$ cat config.mk
export PLATFORM = sky130hd
export DESIGN_NAME = fp_divider_seq
export DESIGN_NICKNAME = d
export VERILOG_FILES = /design/src/rtl/fp_divider_seq.sv
export SDC_FILE = /design/constraint.sdc
export NUM_CORES = 1
export LEC_CHECK = 0
export CAP_MARGIN = 15
export CORE_ASPECT_RATIO = 0.9
export CORE_MARGIN = 1.5
export CORE_UTILIZATION = 60
export CTS_CLUSTER_DIAMETER = 120
export CTS_CLUSTER_SIZE = 10
export DETAILED_ROUTE_END_ITERATION = 16
export DONT_BUFFER_PORTS = 1
export HOLD_SLACK_MARGIN = 0.12
export PLACE_DENSITY_LB_ADDON = 0.05
export RECOVER_POWER = 100
export SLEW_MARGIN = 30
export SYNTH_ARGS = -nofsm -noshare
export SYNTH_HDL_FRONTEND = slang
export SYNTH_SLANG_ARGS = --single-unit
$ cat constraint.sdc
create_clock -name CLK -period 19.65 [get_ports CLK]
set_clock_uncertainty 0.15 [all_clocks]
set_input_delay 5.895 -clock CLK [delete_from_list [all_inputs] [get_ports CLK]]
set_output_delay 5.895 -clock CLK [all_outputs]
set_load 0.02 [all_outputs]
$ cat src/rtl/fp_divider_seq.sv
// IEEE-754 single-precision sequential divider (restoring), optional radix-4 via DIV_RADIX4_EN.
// Latency: 28 cycles normal (15 with DIV_RADIX4_EN), 1 cycle for special operand pairs.
// Backpressure: Start is ignored while Busy; no queuing, results held until the next Done.
module fp_divider_seq (
    input  logic        CLK,
    input  logic        RST,
    input  logic        Start,
    input  logic        Sx,
    input  logic        Sy,
    input  logic [7:0]  Ex,
    input  logic [7:0]  Ey,
    input  logic [22:0] Mx,
    input  logic [22:0] My,
    input  logic [1:0]  R_mode,
    output logic        Busy,
    output logic        Done,
    output logic        Sz,
    output logic [7:0]  Ez,
    output logic [23:0] Mz,
    output logic        invalid_flag,
    output logic        overflow_flag,
    output logic        underflow_flag,
    output logic        inexact_flag,
    output logic        zero_flag,
    output logic        div_by_zero_flag
);

    localparam logic [1:0] IDLE     = 2'd0;
    localparam logic [1:0] DIVIDE   = 2'd1;
    localparam logic [1:0] NORM_RND = 2'd2;
    localparam logic [1:0] DONE     = 2'd3;

`ifdef DIV_RADIX4_EN
    localparam logic [4:0] ITER_LAST = 5'd12;
`else
    localparam logic [4:0] ITER_LAST = 5'd25;
`endif

    logic [1:0]  state;
    logic [4:0]  cnt;
    logic [1:0]  rmode_r;
    logic        sign_r;
    logic [9:0]  exp_r;
    logic [23:0] div_y;
    logic [24:0] rem;
    logic [25:0] q;

    // One restoring step: returns {quotient bit, shifted partial remainder}.
    function automatic logic [25:0] div_step(input logic [24:0] r, input logic [23:0] d);
        logic [25:0] diff;
        diff = {1'b0, r} - {2'b00, d};
        if (!diff[25])
            div_step = {1'b1, diff[24:0] << 1};
        else
            div_step = {1'b0, r << 1};
    endfunction

    logic [24:0] rem_nx;
    logic [25:0] q_nx;

    always_comb begin
        logic [25:0] s1;
`ifdef DIV_RADIX4_EN
        logic [25:0] s2;
        s1     = div_step(rem, div_y);
        s2     = div_step(s1[24:0], div_y);
        rem_nx = s2[24:0];
        q_nx   = {q[23:0], s1[25], s2[25]};
`else
        s1     = div_step(rem, div_y);
        rem_nx = s1[24:0];
        q_nx   = {q[24:0], s1[25]};
`endif
    end

    // Special operand classification on the live inputs, used only at accept.
    logic       x_nan, x_inf, x_zero, y_nan, y_inf, y_zero;
    logic       is_special;
    logic       spc_sign;
    logic [7:0] spc_exp;
    logic [23:0] spc_mant;
    logic       spc_inv, spc_dbz, spc_zero;

    always_comb begin
        x_nan  = (Ex == 8'hFF) && (Mx != 23'd0);
        x_inf  = (Ex == 8'hFF) && (Mx == 23'd0);
        x_zero = (Ex == 8'h00);
        y_nan  = (Ey == 8'hFF) && (My != 23'd0);
        y_inf  = (Ey == 8'hFF) && (My == 23'd0);
        y_zero = (Ey == 8'h00);

        is_special = 1'b1;
        spc_sign   = Sx ^ Sy;
        spc_exp    = 8'h00;
        spc_mant   = 24'h000000;
        spc_inv    = 1'b0;
        spc_dbz    = 1'b0;
        spc_zero   = 1'b0;

        if (x_nan || y_nan || (x_zero && y_zero) || (x_inf && y_inf)) begin
            spc_sign = 1'b0;
            spc_exp  = 8'hFF;
            spc_mant = 24'h400000;
            spc_inv  = 1'b1;
        end else if (x_inf) begin
            spc_exp = 8'hFF;
        end else if (y_zero) begin
            spc_exp = 8'hFF;
            spc_dbz = 1'b1;
        end else if (x_zero || y_inf) begin
            spc_zero = 1'b1;
        end else begin
            is_special = 1'b0;
        end
    end

    // Normalize, round and range-check the finished quotient.
    logic [23:0] mant_pre;
    logic        guard, sticky, round_up;
    logic [24:0] mant_sum;
    logic [9:0]  exp_n, exp_f;
    logic [23:0] mant_f;
    logic        ovf, unf, ovf_to_inf;
    logic [7:0]  res_exp;
    logic [23:0] res_mant;
    logic        res_ovf, res_unf, res_inx, res_zero;

    always_comb begin
        if (q[25]) begin
            mant_pre = q[25:2];
            guard    = q[1];
            sticky   = q[0] | (rem != 25'd0);
        end else begin
            mant_pre = q[24:1];
            guard    = q[0];
            sticky   = (rem != 25'd0);
        end
        exp_n = exp_r - {9'd0, ~q[25]};

        case (rmode_r)
            2'b00:   round_up = guard & (sticky | mant_pre[0]);
            2'b01:   round_up = 1'b0;
            2'b10:   round_up = (guard | sticky) & ~sign_r;
            default: round_up = (guard | sticky) & sign_r;
        endcase

        mant_sum = {1'b0, mant_pre} + {24'd0, round_up};
        exp_f    = exp_n + {9'd0, mant_sum[24]};
        mant_f   = mant_sum[24] ? 24'h800000 : mant_sum[23:0];

        ovf        = $signed(exp_f) > $signed(10'sd254);
        unf        = $signed(exp_f) < $signed(10'sd1);
        ovf_to_inf = (rmode_r == 2'b00) || (rmode_r == 2'b10 && !sign_r) ||
                     (rmode_r == 2'b11 && sign_r);

        res_exp  = exp_f[7:0];
        res_mant = mant_f;
        res_ovf  = 1'b0;
        res_unf  = 1'b0;
        res_inx  = guard | sticky;
        res_zero = 1'b0;
        if (ovf) begin
            res_ovf  = 1'b1;
            res_inx  = 1'b1;
            res_exp  = ovf_to_inf ? 8'hFF : 8'hFE;
            res_mant = ovf_to_inf ? 24'h000000 : 24'hFFFFFF;
        end else if (unf) begin
            res_unf  = 1'b1;
            res_inx  = 1'b1;
            res_zero = 1'b1;
            res_exp  = 8'h00;
            res_mant = 24'h000000;
        end
    end

    always_ff @(posedge CLK) begin
        if (!RST) begin
            state            <= IDLE;
            cnt              <= 5'd0;
            rmode_r          <= 2'b00;
            sign_r           <= 1'b0;
            exp_r            <= 10'd0;
            div_y            <= 24'd0;
            rem              <= 25'd0;
            q                <= 26'd0;
            Busy             <= 1'b0;
            Done             <= 1'b0;
            Sz               <= 1'b0;
            Ez               <= 8'd0;
            Mz               <= 24'd0;
            invalid_flag     <= 1'b0;
            overflow_flag    <= 1'b0;
            underflow_flag   <= 1'b0;
            inexact_flag     <= 1'b0;
            zero_flag        <= 1'b0;
            div_by_zero_flag <= 1'b0;
        end else begin
            Done <= 1'b0;
            case (state)
                IDLE: begin
                    if (Start) begin
                        Busy    <= 1'b1;
                        rmode_r <= R_mode;
                        sign_r  <= Sx ^ Sy;
                        if (is_special) begin
                            Done             <= 1'b1;
                            Sz               <= spc_sign;
                            Ez               <= spc_exp;
                            Mz               <= spc_mant;
                            invalid_flag     <= spc_inv;
                            overflow_flag    <= 1'b0;
                            underflow_flag   <= 1'b0;
                            inexact_flag     <= 1'b0;
                            zero_flag        <= spc_zero;
                            div_by_zero_flag <= spc_dbz;
                            state            <= DONE;
                        end else begin
                            div_y <= {1'b1, My};
                            rem   <= {2'b01, Mx};
                            q     <= 26'd0;
                            exp_r <= {2'b00, Ex} - {2'b00, Ey} + 10'd127;
                            cnt   <= ITER_LAST;
                            state <= DIVIDE;
                        end
                    end
                end
                DIVIDE: begin
                    rem <= rem_nx;
                    q   <= q_nx;
                    cnt <= cnt - 5'd1;
                    if (cnt == 5'd0)
                        state <= NORM_RND;
                end
                NORM_RND: begin
                    Done             <= 1'b1;
                    Sz               <= sign_r;
                    Ez               <= res_exp;
                    Mz               <= res_mant;
                    invalid_flag     <= 1'b0;
                    overflow_flag    <= res_ovf;
                    underflow_flag   <= res_unf;
                    inexact_flag     <= res_inx;
                    zero_flag        <= res_zero;
                    div_by_zero_flag <= 1'b0;
                    state            <= DONE;
                end
                default: begin
                    Busy  <= 1'b0;
                    state <= IDLE;
                end
            endcase
        end
    end

endmodule

* Word level (Yosys, flattened, before mapping)
Cells that the tools add are included.
** Cells by class
- Add/sub/neg operators :: 7
- Magnitude comparators :: 2
- Bitwise operators :: 11
- Equal/unequal tests :: 11
- Muxes and demuxes :: 74
- Reduce and logical (&&, ||, !) cells :: 34
** Operator list (number)
- 24-bit two-way mux :: 7
- 26-bit two-way mux :: 3
- 8-bit two-way mux :: 7
- 26-bit case mux with 2 select lines :: 1
- 25-bit two-way mux :: 2
- 25-bit case mux with 2 select lines :: 1
- 24-bit case mux with 2 select lines :: 1
- 23-bit logical NOT :: 2
- 23-bit nonzero test :: 2
- 1-bit two-way mux :: 33
- 25-bit by 24-bit subtractor with 26-bit output :: 1
- 24-bit by 1-bit adder with 25-bit output :: 1
- 25-bit nonzero test :: 1
- 23-bit two-way mux :: 1
- 1-bit case mux with 2 select lines :: 9
- 8-bit equality test, second input constant :: 2
- 8-bit logical NOT :: 2
- 8-bit case mux with 2 select lines :: 1
- 10-bit by 1-bit adder with 10-bit output :: 1
- 9-bit by 8-bit adder with 10-bit output, second input constant :: 1
- 10-bit by 9-bit greater-than comparator with 1-bit output, second input constant :: 1
- 10-bit by 2-bit less-than comparator with 1-bit output, second input constant :: 1
- 5-bit two-way mux :: 2
- 5-bit case mux with 2 select lines :: 1
- other kinds (22) :: 55
** Storage, ports and cells
- Flip-flop bits (word level) :: 136
- Output and inout bits :: 41
- Input port bits :: 69
- Logic and storage cells :: 158

* Longest topological paths before layout
Gate-level depths: netlist (run 1).
- Word-level depth :: 12
- Mapped depth :: 29
- Gate-level depth less buffers :: 24

* Least setup slack after synthesis (run 1)
No wires, ideal clock.
- Path type :: input -> register
- Start point :: input port Ex[0]
- End point :: register exp_r[7]
- Library setup time :: 0.086 ns
- Arrival time :: 7.951 ns
- Cell stages on the path :: 11
- Required time :: 19.414 ns
- Buffers on the path :: 0
- Setup slack :: 11.463 ns
- Cells stage by stage :: inv_1 > ha_1 > inv_1 > fa_1 > a21o_1 > a21oi_1 > xnor2_1 > or3_1 > nor3_1 > xnor2_1 > a211oi_1
** On the way
- Longest elaborated chain between the ends :: 8
- Elaborated cells between the ends (all ways) :: 18
- Those cells by class :: add/sub (2); eq/ne (1); mux (4); bitwise (1); reduce/logical (10)
** RTL lines
- from (decl) :: line 10 : input logic [7:0] Ex,
- parallel branches: the longest is 8 deep, another holds 9-bit by 8-bit adder with 10-bit output
- to (signal assigned) :: line 221 : exp_r <= {2'b00, Ex} - {2'b00, Ey} + 10'd127;
- to (decl) :: line 43 : logic [9:0] exp_r;
Parallel ways; which one is timed is not known.
A chain may end at the register's enable or synchronous reset.

==> results of run 1 <==
-- area by class of cell --
type	count	share of cell area, %
multi-input combinational	927	60.0
sequential	136	28.1
clock buffer	21	4.86
inverter	70	2.73
tap	198	2.56
clock inverter	9	1.03
timing repair buffer	12	0.736
-- critical path, stage by stage --
cell	delay, ps
sky130_fd_sc_hd__clkinvlp_2	40
sky130_fd_sc_hd__clkbuf_1	3330
sky130_fd_sc_hd__nor2_1	150
sky130_fd_sc_hd__clkbuf_1	470
sky130_fd_sc_hd__a22o_1	330
-- how the worst max path moves through the flow --
stage	from	to	slack (ps)
floorplan	Ex[0]	exp_r[7]	11460
global placement	Ey[4]	rem[22]	11210
detailed placement	Ey[4]	rem[22]	11180
CTS	Ey[4]	rem[22]	11630
global route	RST	Mz[17]	9250
finish	RST	Mz[17]	9570
-- per-layer routing --
metal | part of all wire [%] | wire [µm] | global-route usage, %
met2 | 44 | 10000 | 46.0
met3 | 7.5 | 1720 | 7.77
met4 | 1.4 | 327 | 7.90
met1 | 48 | 11000 | 40.0
met5 | 0 | 0 | 0
-- report_power, final --
group	leakage, nW	internal (mW)	switching [mW]
combinational	2.06	0.378	0.598
sequential	1.11	0.328	0.0569
clock	0.280	0.194	0.117
total	3.44	0.900	0.772
-- per-stage QoR --
step | total power [mW] | cells
after global placement | 1.34 | 1343
after CTS | 1.67 | 1373
after detailed placement | 1.35 | 1343
final | 1.67 | 1373
after global routing | 1.80 | 1373
after floorplan | 1.17 | 1209
-- registers in the layout, summed over array words and instances (netlist names) --
name	flops
Busy	1
Done	1
Ez	8
Mz	24
Sz	1
cnt	5
div_by_zero_flag	1
div_y	24
exp_r	10
inexact_flag	1
invalid_flag	1
overflow_flag	1
q	26
rem	25
rmode_r	2
sign_r	1
state	2
underflow_flag	1
zero_flag	1
-- synthesized netlist by cell type, drive strengths merged, types with 23 or more instances --
| cell type | instances | area, µm² |
|---|---|---|
| a211oi | 34 | 265 |
| a21oi | 141 | 743 |
| buf | 27 | 149 |
| clkbuf | 49 | 185 |
| dfxtp | 136 | 2720 |
| ha | 52 | 651 |
| inv | 70 | 263 |
| nand2 | 172 | 646 |
| nand3 | 53 | 265 |
| nor2 | 81 | 304 |
| nor3 | 27 | 135 |
| nor4 | 23 | 144 |
| o21ai | 59 | 307 |
| xnor2 | 28 | 245 |
-- cells by family (layout without fill, tap and decap cells) --
| family | Yosys count | in the layout | synth area share (%) |
|---|---|---|---|
| AO/OA/AOI/OAI | 370 | 370 | 26.8 |
| adder cells (fa/ha/maj) | 55 | 55 | 7.79 |
| AND/OR/NAND/NOR | 438 | 438 | 22.5 |
| buffers and inverters | 146 | 112 | 6.54 |
| multiplexers | 22 | 22 | 2.46 |
| flip-flops | 136 | 136 | 29.8 |
| XOR/XNOR | 42 | 42 | 4.03 |
==> impl_metrics.env, run 1 <==
export IMPL_wl_um=23100
export IMPL_status="finished, violations left"
export IMPL_hold_class="flip-flop to flip-flop"
export IMPL_place_gp_congestion=0.960
export IMPL_postSynthNetCount=1333
export IMPL_regToRegSetupSlack_ps=12240
export IMPL_io_pins=110
export IMPL_floorplan_die_area_um2=16000
export IMPL_n_antenna_cell=0
export IMPL_register_area_um2=2720
export IMPL_synth_async_sr_flop_share_pct=0
export IMPL_cellPowerDensity_nw_per_um2=173
export IMPL_coreArea_um2=14800
export IMPL_grt_first_pass_wirelength_um=38200
export IMPL_detailedPlacementHpwl_um=16500
export IMPL_detail_route_vias_per_cell=6.22
export IMPL_worst_setup_path_type="input port to flip-flop"
export IMPL_pre_cts_ws_ps=11180
export IMPL_syn_area_um2=9120
export IMPL_worst_setup_path_start_kind="input port"
export IMPL_latest_clock_arrival_within_the_worst_skew_pair_ps=420
export IMPL_tritoncts_num_sinks=136
export IMPL_timing_final_hold_violations=0
export IMPL_finalCritPeriodShare_pct=51.3
export IMPL_cts_path_max_buffers=2
export IMPL_post_cts_setup_buffer_count=0
export IMPL_tritoncts="built"
export IMPL_initial_core_util_pct=61.8
export IMPL_achievable_frequency_mhz=99.2
export IMPL_synth_enable_flop_cells=0
export IMPL_static_leakage_power_nw=3.44
export IMPL_clockRootBuffer="sky130_fd_sc_hd__clkbuf_16"
export IMPL_synth_main_ff_cell="sky130_fd_sc_hd__dfxtp_1"
export IMPL_min_delay_worst_endpoint="div_y[19]"
export IMPL_track_usage_pct=29.4
export IMPL_yosysSeqAreaShare_pct=29.8
export IMPL_maxCapViolations=3
export IMPL_placementRows=42
export IMPL_most_common_layout_cells="sky130_fd_sc_hd__nand2_1 (172), sky130_fd_sc_hd__dfxtp_1 (135), sky130_fd_sc_hd__a21oi_1 (131), sky130_fd_sc_hd__nor2_1 (79), sky130_fd_sc_hd__inv_1 (69)"
export IMPL_ys_seq_elements=136
export IMPL_post_detailed_route_wirelength_per_cell_um=16.8
export IMPL_synth_cell_types=82
export IMPL_antenna_left=0
export IMPL_worst_path_max_fanout=104
export IMPL_util_after_layout_pct=65.6
export IMPL_number_of_instances_in_the_synthesized_netlist=1209
export IMPL_min_delay_path_depth=2
export IMPL_synth_yosys_warnings=0
export IMPL_num_fill_cells=1334
export IMPL_cts_resized_gates=0
export IMPL_areaGrowthSynthToFinish_pct=6.19
export IMPL_crit_arrival_ps=10240
export IMPL_failing_checks="capacitance limit, slew limit"
export IMPL_grt_antenna_before_repair=0
export IMPL_post_cts_hold_buffer_count=0
export IMPL_drt_iter0_markers=660
export IMPL_timing_setup_tns_ps=0
export IMPL_tritoncts_num_buffers=17
export IMPL_h_tree_depth=4
export IMPL_multi_input_gate_area_in_the_final_layout_um2=5810
export IMPL_dieHeight_um=120
export IMPL_worst_slew_pin_tran_ps=4800
export IMPL_hold_start="div_y[19]"
export IMPL_critical_path_reg2reg_endpoint="Mz[3]"
export IMPL_final_common_cell="sky130_fd_sc_hd__nand2_1"
export IMPL_grt_overflow=0
export IMPL_req_time_crit_path_ps=19810
export IMPL_maximum_number_of_pins_on_one_net_before_global_route_repair=105
export IMPL_numPortBuffers=0
export IMPL_nNetsFinal=1288
export IMPL_dr_total_vias=8539
export IMPL_final_critical_path_setup_slack_ps=9570
export IMPL_ff2ff_path_depth=23
export IMPL_post_route_cell_area_um2=9690
export IMPL_path_clk_slew_ps=60
export IMPL_max_slew_margin_pct=-220
export IMPL_vdd_ir_drop_max_mv=0.131
export IMPL_finalMaxSlewViolations=166
export IMPL_dieWidth_um=133
export IMPL_rsz0062_at_grt="no"
export IMPL_setup_worst_path_end_class="flip-flop"
export IMPL_grt_pass1_vias=7826
export IMPL_remaining_drc_errors=0
export IMPL_setup_violations_final=0
export IMPL_placed_cell_area_um2=9140
export IMPL_timing_rr_start="q[25]"
export IMPL_finalHoldWorstSlack_ps=304
export IMPL_min_period_ps=10080
export IMPL_drt_pass1_iter_count=5
export IMPL_syn_mean_instance_area_um2=7.54
export IMPL_post_route_cells_drive_above_1_share_pct=6.21
No activity file was read; power rests on OpenSTA's default activity.
==> run 2: changes to the inputs <==
- CORE_UTILIZATION: 60 -> 59
- clock period: 19.65 -> 8.9 ns (I/O delays scaled with it)
==> impl_metrics.env, run 2 (synthesized netlist as in run 1, its figures left out) <==
export IMPL_io_pins=110
export IMPL_regMostFlops="q"
export IMPL_grt_antenna_before_repair=0
export IMPL_cts_resized_gates=0
export IMPL_vdd_ir_drop_max_mv=0.455
export IMPL_finish_cell_count_without_fillers=1372
export IMPL_worst_path_dominant_cell_family="compound AO/OA/AOI/OAI gates"
export IMPL_timing_setup_tns_ps=0
export IMPL_maxCapViolations=3
export IMPL_grt_overflow=0
export IMPL_status="finished, violations left"
export IMPL_tritoncts_num_buffers=17
export IMPL_tritoncts_num_sinks=136
export IMPL_tritoncts="built"
export IMPL_finalCritPeriodShare_pct=81.4
export IMPL_timing_critical_path_mode_cell="sky130_fd_sc_hd__ha_1"
export IMPL_drt_iter0_markers=831
export IMPL_cts_path_max_buffers=2
export IMPL_min_period_ps=7240
export IMPL_static_leakage_power_nw=3.42
export IMPL_n_antenna_cell=0
export IMPL_nNetsFinal=1285
export IMPL_worstPathCellList="a211oi_1 > nand4_1 > nor2_1 > a211o_1 > o21ai_0 > ha_1 > ha_1 > nand4_1 > a2111oi_4 > nand2_1 > nor2_1 > nand3_1 > ha_1 > inv_1 > ha_1 > fa_1 > a21o_1 > a21oi_1 > xnor2_1 > and3_1 > a41oi_1 > o311ai_2 > or2_0 > o21ai_0"
export IMPL_crit_arrival_ps=7350
export IMPL_path_buf_inv=1
export IMPL_num_fill_cells=1343
export IMPL_timing_final_hold_violations=0
export IMPL_worst_slew_pin_tran_ps=3520
export IMPL_post_cts_hold_buffer_count=0
export IMPL_post_route_cells_drive_above_1_share_pct=5.20
export IMPL_setup_violations_final=0
export IMPL_achievable_frequency_mhz=138
export IMPL_dieWidth_um=134
export IMPL_detailedPlacementHpwl_um=17300
export IMPL_remaining_drc_errors=0
export IMPL_track_usage_pct=30.7
export IMPL_worst_path_max_fanout=19
export IMPL_timing_critical_path_slowest_stage_cell="sky130_fd_sc_hd__or2_0"
export IMPL_wl_um=24400
export IMPL_largest_register_ffs=26
export IMPL_final_common_cell="sky130_fd_sc_hd__nand2_1"
export IMPL_worst_setup_path_start_kind="flip-flop"
export IMPL_rsz0062_at_grt="no"
export IMPL_drt_pass1_iter_count=5
export IMPL_clockRootBuffer="sky130_fd_sc_hd__clkbuf_16"
export IMPL_finalHoldWorstSlack_ps=303
export IMPL_dr_total_vias=8642
export IMPL_dieHeight_um=121
export IMPL_place_detailed_instances=1340
export IMPL_cellPowerDensity_nw_per_um2=386
export IMPL_most_common_layout_cells="sky130_fd_sc_hd__nand2_1 (172), sky130_fd_sc_hd__dfxtp_1 (136), sky130_fd_sc_hd__a21oi_1 (134), sky130_fd_sc_hd__nor2_1 (79), sky130_fd_sc_hd__inv_1 (69)"
export IMPL_max_slew_margin_pct=-135
export IMPL_grt_first_pass_wirelength_um=40000
export IMPL_maximum_number_of_pins_on_one_net_before_global_route_repair=75
export IMPL_failing_checks="capacitance limit, slew limit"
export IMPL_path_clk_slew_ps=60
export IMPL_setup_worst_path_end_class="flip-flop"
export IMPL_grt_pass1_vias=7956
export IMPL_areaGrowthSynthToFinish_pct=5.87
export IMPL_finalMaxSlewViolations=172
export IMPL_detail_route_vias_per_cell=6.30
export IMPL_worst_setup_path_type="flip-flop to flip-flop"
export IMPL_post_detailed_route_wirelength_per_cell_um=17.8
export IMPL_hold_class="flip-flop to flip-flop"
export IMPL_antenna_left=0
export IMPL_latest_clock_arrival_within_the_worst_skew_pair_ps=420
export IMPL_reg_top3="q x26, rem x25"
export IMPL_coreArea_um2=14900
export IMPL_post_cts_setup_buffer_count=0
export IMPL_req_time_crit_path_ps=9010
export IMPL_initial_core_util_pct=61.1
export IMPL_worst_path_largest_cell_delay_ps=750
export IMPL_floorplan_die_area_um2=16200
export IMPL_numPortBuffers=0
export IMPL_place_gp_congestion=0.955
export IMPL_h_tree_depth=4
export IMPL_placementRows=42
-- run 2: area by class of cell --
class	instances	area, µm²	share of cell area, %
Clock inverter	8	120	1.24
Timing Repair Buffer	9	48.8	0.505
Multi-Input combinational cell	927	5780	59.9
Tap cell	198	248	2.57
Clock buffer	24	472	4.88
Inverter	70	264	2.73
Sequential cell	136	2720	28.2
-- run 2: metrics by stage --
stage / util (%) / total power [mW] / instance area [µm²] / setup WS [ps]
floorplan: - / 2.59 / 9120 / 2240
CTS: 65.1 / 3.73 / 9710 / 2130
global placement: 61.1 / 2.97 / 9120 / 2330
finish: 64.7 / 3.73 / 9660 / 1660
detailed placement: 61.1 / 2.99 / 9120 / 2150
global route: 64.7 / 3.99 / 9660 / 1020
-- run 2: final timing paths --
kind / slack [ps] / endpoint / cells past startpoint / start
worst min-delay path: 300 / div_y[13] / 2 / div_y[13]
worst max-delay path: 1660 / Mz[11] / 24 / q[25]
worst max register to register: 1660 / Mz[11] / 24 / q[25]
worst min register to register: 300 / div_y[13] / 2 / div_y[13]
-- run 2: per-layer routing --
metal / track usage, % / share of wire [%]
met4: 8.60 / 1.3
met1: 41.6 / 46
met5: 0 / 0
met3: 7.85 / 7.4
met2: 48.4 / 45
-- run 2: tightest hold or removal path, delay by kind of cell, from the launching register on --
kind / cells / cell delay, ps
compound gates: 1 / 50
flops: 1 / 310
simple gates: 1 / 50
-- run 2: where the power goes --
group	internal [mW]	switching, mW
logic	0.828	1.34
registers	0.723	0.118
clock network	0.454	0.267
==> run 3: changes to the inputs <==
- CORE_UTILIZATION: 59 -> 60
- clock period: 8.9 -> 6.8 ns (I/O delays scaled with it)
==> impl_metrics.env, run 3 (synthesized netlist as in run 1, its figures left out) <==
export IMPL_largest_register_ffs=26
export IMPL_dr_total_vias=8622
export IMPL_achievable_frequency_mhz=157
export IMPL_placed_cell_area_um2=9150
export IMPL_timing_final_hold_violations=0
export IMPL_worst_setup_path_start_kind="flip-flop"
export IMPL_util_after_layout_pct=66.1
export IMPL_timing_critical_path_mode_cell="sky130_fd_sc_hd__ha_1"
export IMPL_met3_usage_pct=7.27
export IMPL_timing_critical_path_slowest_stage_cell="sky130_fd_sc_hd__o311ai_2"
export IMPL_grt_antenna_before_repair=0
export IMPL_hold_class="flip-flop to flip-flop"
export IMPL_worst_path_largest_cell_delay_ps=590
export IMPL_max_slew_margin_pct=-74.4
export IMPL_h_tree_depth=4
export IMPL_initial_core_util_pct=61.8
export IMPL_failing_checks="capacitance limit, slew limit"
export IMPL_dieHeight_um=120
export IMPL_status="finished, violations left"
export IMPL_areaGrowthSynthToFinish_pct=7.09
export IMPL_drt_iter0_markers=658
export IMPL_cts_path_max_buffers=2
export IMPL_floorplan_die_area_um2=16000
export IMPL_gr_busiest_metal="met2"
export IMPL_rsz0062_at_grt="no"
export IMPL_min_period_ps=6360
export IMPL_clockRootBuffer="sky130_fd_sc_hd__clkbuf_16"
export IMPL_latest_clock_arrival_within_the_worst_skew_pair_ps=440
export IMPL_placementRows=42
export IMPL_antenna_left=0
export IMPL_coreArea_um2=14800
export IMPL_regMostFlops="q"
export IMPL_n_antenna_cell=0
export IMPL_reg_top3="q x26, rem x25"
export IMPL_req_time_crit_path_ps=6950
export IMPL_remaining_drc_errors=0
export IMPL_worst_setup_path_type="flip-flop to flip-flop"
export IMPL_setup_worst_path_end_class="flip-flop"
export IMPL_finalCritPeriodShare_pct=93.6
export IMPL_tritoncts="built"
export IMPL_tritoncts_num_buffers=17
export IMPL_post_route_cell_area_um2=9770
export IMPL_place_gp_congestion=0.943
export IMPL_finalMaxSlewViolations=141
export IMPL_io_pins=110
export IMPL_dieWidth_um=133
export IMPL_worst_path_max_fanout=19
export IMPL_detail_route_vias_per_cell=6.27
export IMPL_static_leakage_power_nw=3.50
export IMPL_tritoncts_num_sinks=136
export IMPL_vdd_ir_drop_max_mv=0.456
export IMPL_final_common_cell="sky130_fd_sc_hd__nand2_1"
export IMPL_grtUsageMet1_pct=40.0
export IMPL_cts_resized_gates=0
export IMPL_path_clk_slew_ps=60
export IMPL_grt_pass1_vias=8059
export IMPL_nNetsFinal=1289
export IMPL_post_route_cells_drive_above_1_share_pct=6.45
export IMPL_crit_arrival_ps=6520
export IMPL_detailedPlacementHpwl_um=17200
export IMPL_drt_pass1_iter_count=5
export IMPL_post_cts_hold_buffer_count=0
export IMPL_timing_setup_tns_ps=0
export IMPL_grt_overflow=0
export IMPL_numPortBuffers=0
export IMPL_maxCapViolations=3
export IMPL_track_usage_pct=30.7
export IMPL_post_cts_setup_buffer_count=0
export IMPL_maximum_number_of_pins_on_one_net_before_global_route_repair=61
export IMPL_wl_um=24200
export IMPL_worst_slew_pin_tran_ps=2620
export IMPL_met2_usage_in_global_routing_pct=49.4
export IMPL_worstPathCellList="nor4_1 > nand3_1 > nor2_1 > a211o_1 > o21ai_0 > ha_1 > ha_1 > nand4_1 > a2111oi_4 > nand2_1 > nor2_2 > nand3_1 > ha_1 > inv_1 > ha_1 > fa_1 > a21o_1 > a21oi_1 > xnor2_1 > and3_1 > a41oi_1 > o311ai_2 > or2_2 > o21ai_0"
export IMPL_most_common_layout_cells="sky130_fd_sc_hd__nand2_1 (172), sky130_fd_sc_hd__dfxtp_1 (135), sky130_fd_sc_hd__a21oi_1 (131), sky130_fd_sc_hd__nor2_1 (79), sky130_fd_sc_hd__inv_1 (69)"
export IMPL_setup_violations_final=0
export IMPL_grt_first_pass_wirelength_um=39400
export IMPL_post_detailed_route_wirelength_per_cell_um=17.6
export IMPL_cellPowerDensity_nw_per_um2=510
## run 3: metrics by stage
step	hold WS, ps	worst slack (ps)	instances	total power [mW]
final	302	436	1376	4.98
after global routing	325	44.6	1376	5.33
after CTS	306	255	1376	4.97
after detailed placement	298	301	1344	3.91
after global placement	293	473	1344	3.89
after floorplan	286	142	1209	3.39
## run 3: metal layers
layer	vias up	part of all wire, %
li1	4276	-
met1	4042	45
met2	264	45
met3	40	7.7
met4	0	2.1
met5	-	0
## run 3: final timing paths
kind                            startpoint         to  cells after the start  slack, ps
worst max register to register     rem[16]     Mz[20]                     24        440
worst min-delay path             div_y[10]  div_y[10]                      2        300
worst max-delay path               rem[16]     Mz[20]                     24        440
worst min register to register   div_y[10]  div_y[10]                      2        300
## run 3: cell type report
class,count,area (µm²)
well taps,198,248
fillers,1343,5000
inverters,70,264
clock inverters,11,195
repair buffers,13,83.8
flip-flops and latches,136,2720
multi-input cells,927,5790
clock buffers,21,460
## run 3: report_power, final
group | total [mW] | switching (mW) | internal (mW)
clock | 1.03 | 0.363 | 0.670
combinational | 2.85 | 1.74 | 1.11
sequential | 1.10 | 0.150 | 0.946
## run 3: worst max-delay path: cells and delay by family, from the launching register on
kind	cells	cell delay [ps]
simple gates	9	1820
xor+xnor	1	190
fa+ha+maj	5	1470
buf+inv	1	40
flops	1	410
compound gates	8	2140
==> variant: new RTL, flow settings as in run 2 <==
Add a define of `DIV_RADIX4_EN`.
--- a/src/rtl/fp_divider_seq.sv
+++ b/src/rtl/fp_divider_seq.sv
@@ -1,6 +1,8 @@
 // IEEE-754 single-precision sequential divider (restoring), optional radix-4 via DIV_RADIX4_EN.
 // Latency: 28 cycles normal (15 with DIV_RADIX4_EN), 1 cycle for special operand pairs.
 // Backpressure: Start is ignored while Busy; no queuing, results held until the next Done.
+`define DIV_RADIX4_EN
+
 module fp_divider_seq (
     input  logic        CLK,
     input  logic        RST,
Formal check against the unedited RTL: same outputs for any inputs over 10 cycles, from zero or initial values and one cycle with RST low; that may be too few to reach the edited logic, so the function may still have changed.
==> variant against run 2 <==
The run still ends with max-capacitance violations, max-slew violations left; setup slack worse by 0.57 ns; sequential cell count unchanged; wire length is 15% higher; total power rose by 47%; synthesized cell count up 8.8%; worst hold slack improved by 0.00095 ns; fmax fell by 7.3%; cell count rose by 9.7%; area after synthesis up 11%; final area up 12%; non-clock buffer count up 4; largest cell class unchanged; largest power group unchanged.
==> variant: results (changes against run 2) <==
[outcome]
outcome = finished, violations left  ; unchanged
violations = max-capacitance violations, max-slew violations  ; unchanged

[drt]
wl_per_cell_um = 18.7  ; was 17.8 um
drt_pass1_iterations = 7  ; was 5
vias_per_cell = 6.34  ; was 6.30
drtIter0Drc = 935  ; was 831

[place]
place.gp.congestion = 0.913  ; was 0.955
hpwl_um = 20700  ; was 17,300 um
pre_cts_slack_ns = 1.71  ; was 2.15 ns

[synthesis]
synthTopCellsByCount = nand2_1, a21oi_1, dfxtp_1  ; was nand2_1, dfxtp_1, a21oi_1
synth_area_leaders = dfxtp_1, ha_1, a21oi_1  ; was dfxtp_1, a21oi_1, ha_1
ys_warn_count = 0  ; unchanged
seq_area_frac_synth_pct = 26.9  ; was 29.8%
synth_cell_types = 74  ; was 82
syn_nets = 1463  ; was 1,333

[critical_path]
crit_fanout = 53  ; was 19
cp_data_arrival_time_ns = 7.97  ; was 7.35 ns

[global_routing]
grt_usage_pct = 31.7  ; was 30.7%
grt_max_degree = 54  ; was 75
grt_pass1_wl_um = 45400  ; was 40,000 um
grt_pass1_vias = 8815  ; was 7,956

[flow_run]
maxCapViolCount = 3  ; unchanged

[clock_network]
cts_resized = 0  ; unchanged
cts_made_buffers = 17  ; unchanged
cts_max_level = 4  ; unchanged

[cells_and_area]
drive_gt1_share_pct = 6.65  ; was 5.20%
top_regs = q x26, rem x25  ; unchanged
nNetsFinal = 1429  ; was 1,285

[power]
p_leak_nw = 4.18  ; was 3.42 nW
vdd_drop_max_mv = 0.285  ; was 0.455 mV

[sta]
drv_slew = 117  ; was 172
relSlewSlack_pct = -65.9  ; was -135%

[worst_hold_path]
hp-start = div_y[22]$_SDFFE_PN0P_  ; was div_y[13]$_SDFFE_PN0P_

-- variant: changes by cell type after synthesis, moves of 15 or more --
cell | run 2 | this run
nand2_1 | 172 | 157
mux2_2 | 3 | 24
a21oi_1 | 131 | 147
o21ai_1 | 16 | 0
a22oi_1 | 8 | 23
a21o_1 | 10 | 26
ha_1 | 52 | 75
-- variant: worst paths after layout --
check,slack [ns],endpoint,cells after the start
max,1.09,Mz[9]$_SDFFE_PN0P_,25
min,0.30,div_y[22]$_SDFFE_PN0P_,2
max reg2reg,1.09,Mz[9]$_SDFFE_PN0P_,25
min reg2reg,0.30,div_y[22]$_SDFFE_PN0P_,2
-- variant: cell families after synthesis --
kind of cell,count (synthesis),synth area share (%)
buffers and inverters,151,5.85
AND/OR/NAND/NOR,437,20.7
multiplexers,51,5.34
adder cells (fa/ha/maj),79,10.1
AO/OA/AOI/OAI,405,26.3
XOR/XNOR,56,4.85
flip-flops,136,26.9
-- variant: critical path, stage by stage, from the launching register on --
cell and delay [ns]:
dfxtp_1 0.32, clkbuf_2 0.81, mux2i_1 0.26, a211o_1 0.31, o21ai_0 0.08, ha_1 0.28, ha_1 0.26, nand3_1 0.09
a21oi_1 0.27, nand3_1 0.16, nor3_1 0.59, and2_0 0.36, nand2_1 0.14, ha_1 0.29, inv_1 0.04, ha_1 0.20
fa_1 0.40, a21o_1 0.21, a221oi_2 0.31, xnor2_1 0.14, or4_1 0.52, or4_1 0.49, a21oi_4 0.35, a21o_4 0.22
nor2_2 0.12, a221o_1 0.31
-- variant: stage by stage --
stage,instance area [um2],hold WS (ns),std cells,power [mW],utilization [%]
after CTS,10800,0.307,1504,5.42,64.3
final,10800,0.304,1505,5.47,64.2
after floorplan,10100,0.286,1315,3.91,-
after global placement,10200,0.293,1472,4.63,60.7
after detailed placement,10200,0.299,1472,4.67,60.8
after global routing,10800,0.321,1505,5.95,64.2
-- variant: cell type report --
class | instances | area (um2)
repair buffers | 13 | 80.1
clock buffers | 19 | 443
well taps | 211 | 264
flip-flops and latches | 136 | 2720
multi-input cells | 1028 | 6830
clock inverters | 13 | 145
inverters | 85 | 319
fillers | 1526 | 6030
-- variant: power by group --
group / switching (mW) / leakage, nW / total, mW / internal (mW)
combinational: 2.30 / 2.80 / 3.95 / 1.65
clock: 0.294 / 0.280 / 0.717 / 0.423
sequential: 0.0967 / 1.11 / 0.797 / 0.701
-- variant: metal layers --
metal	share of wire [%]	wire, um	global-route usage, %	vias up
li1	-	-	-	4743
met5	0	0	0	-
met2	42	12000	47.3	308
met1	48	13600	45.6	4459
met4	0.90	252	6.43	0
met3	8.4	2370	8.66	26
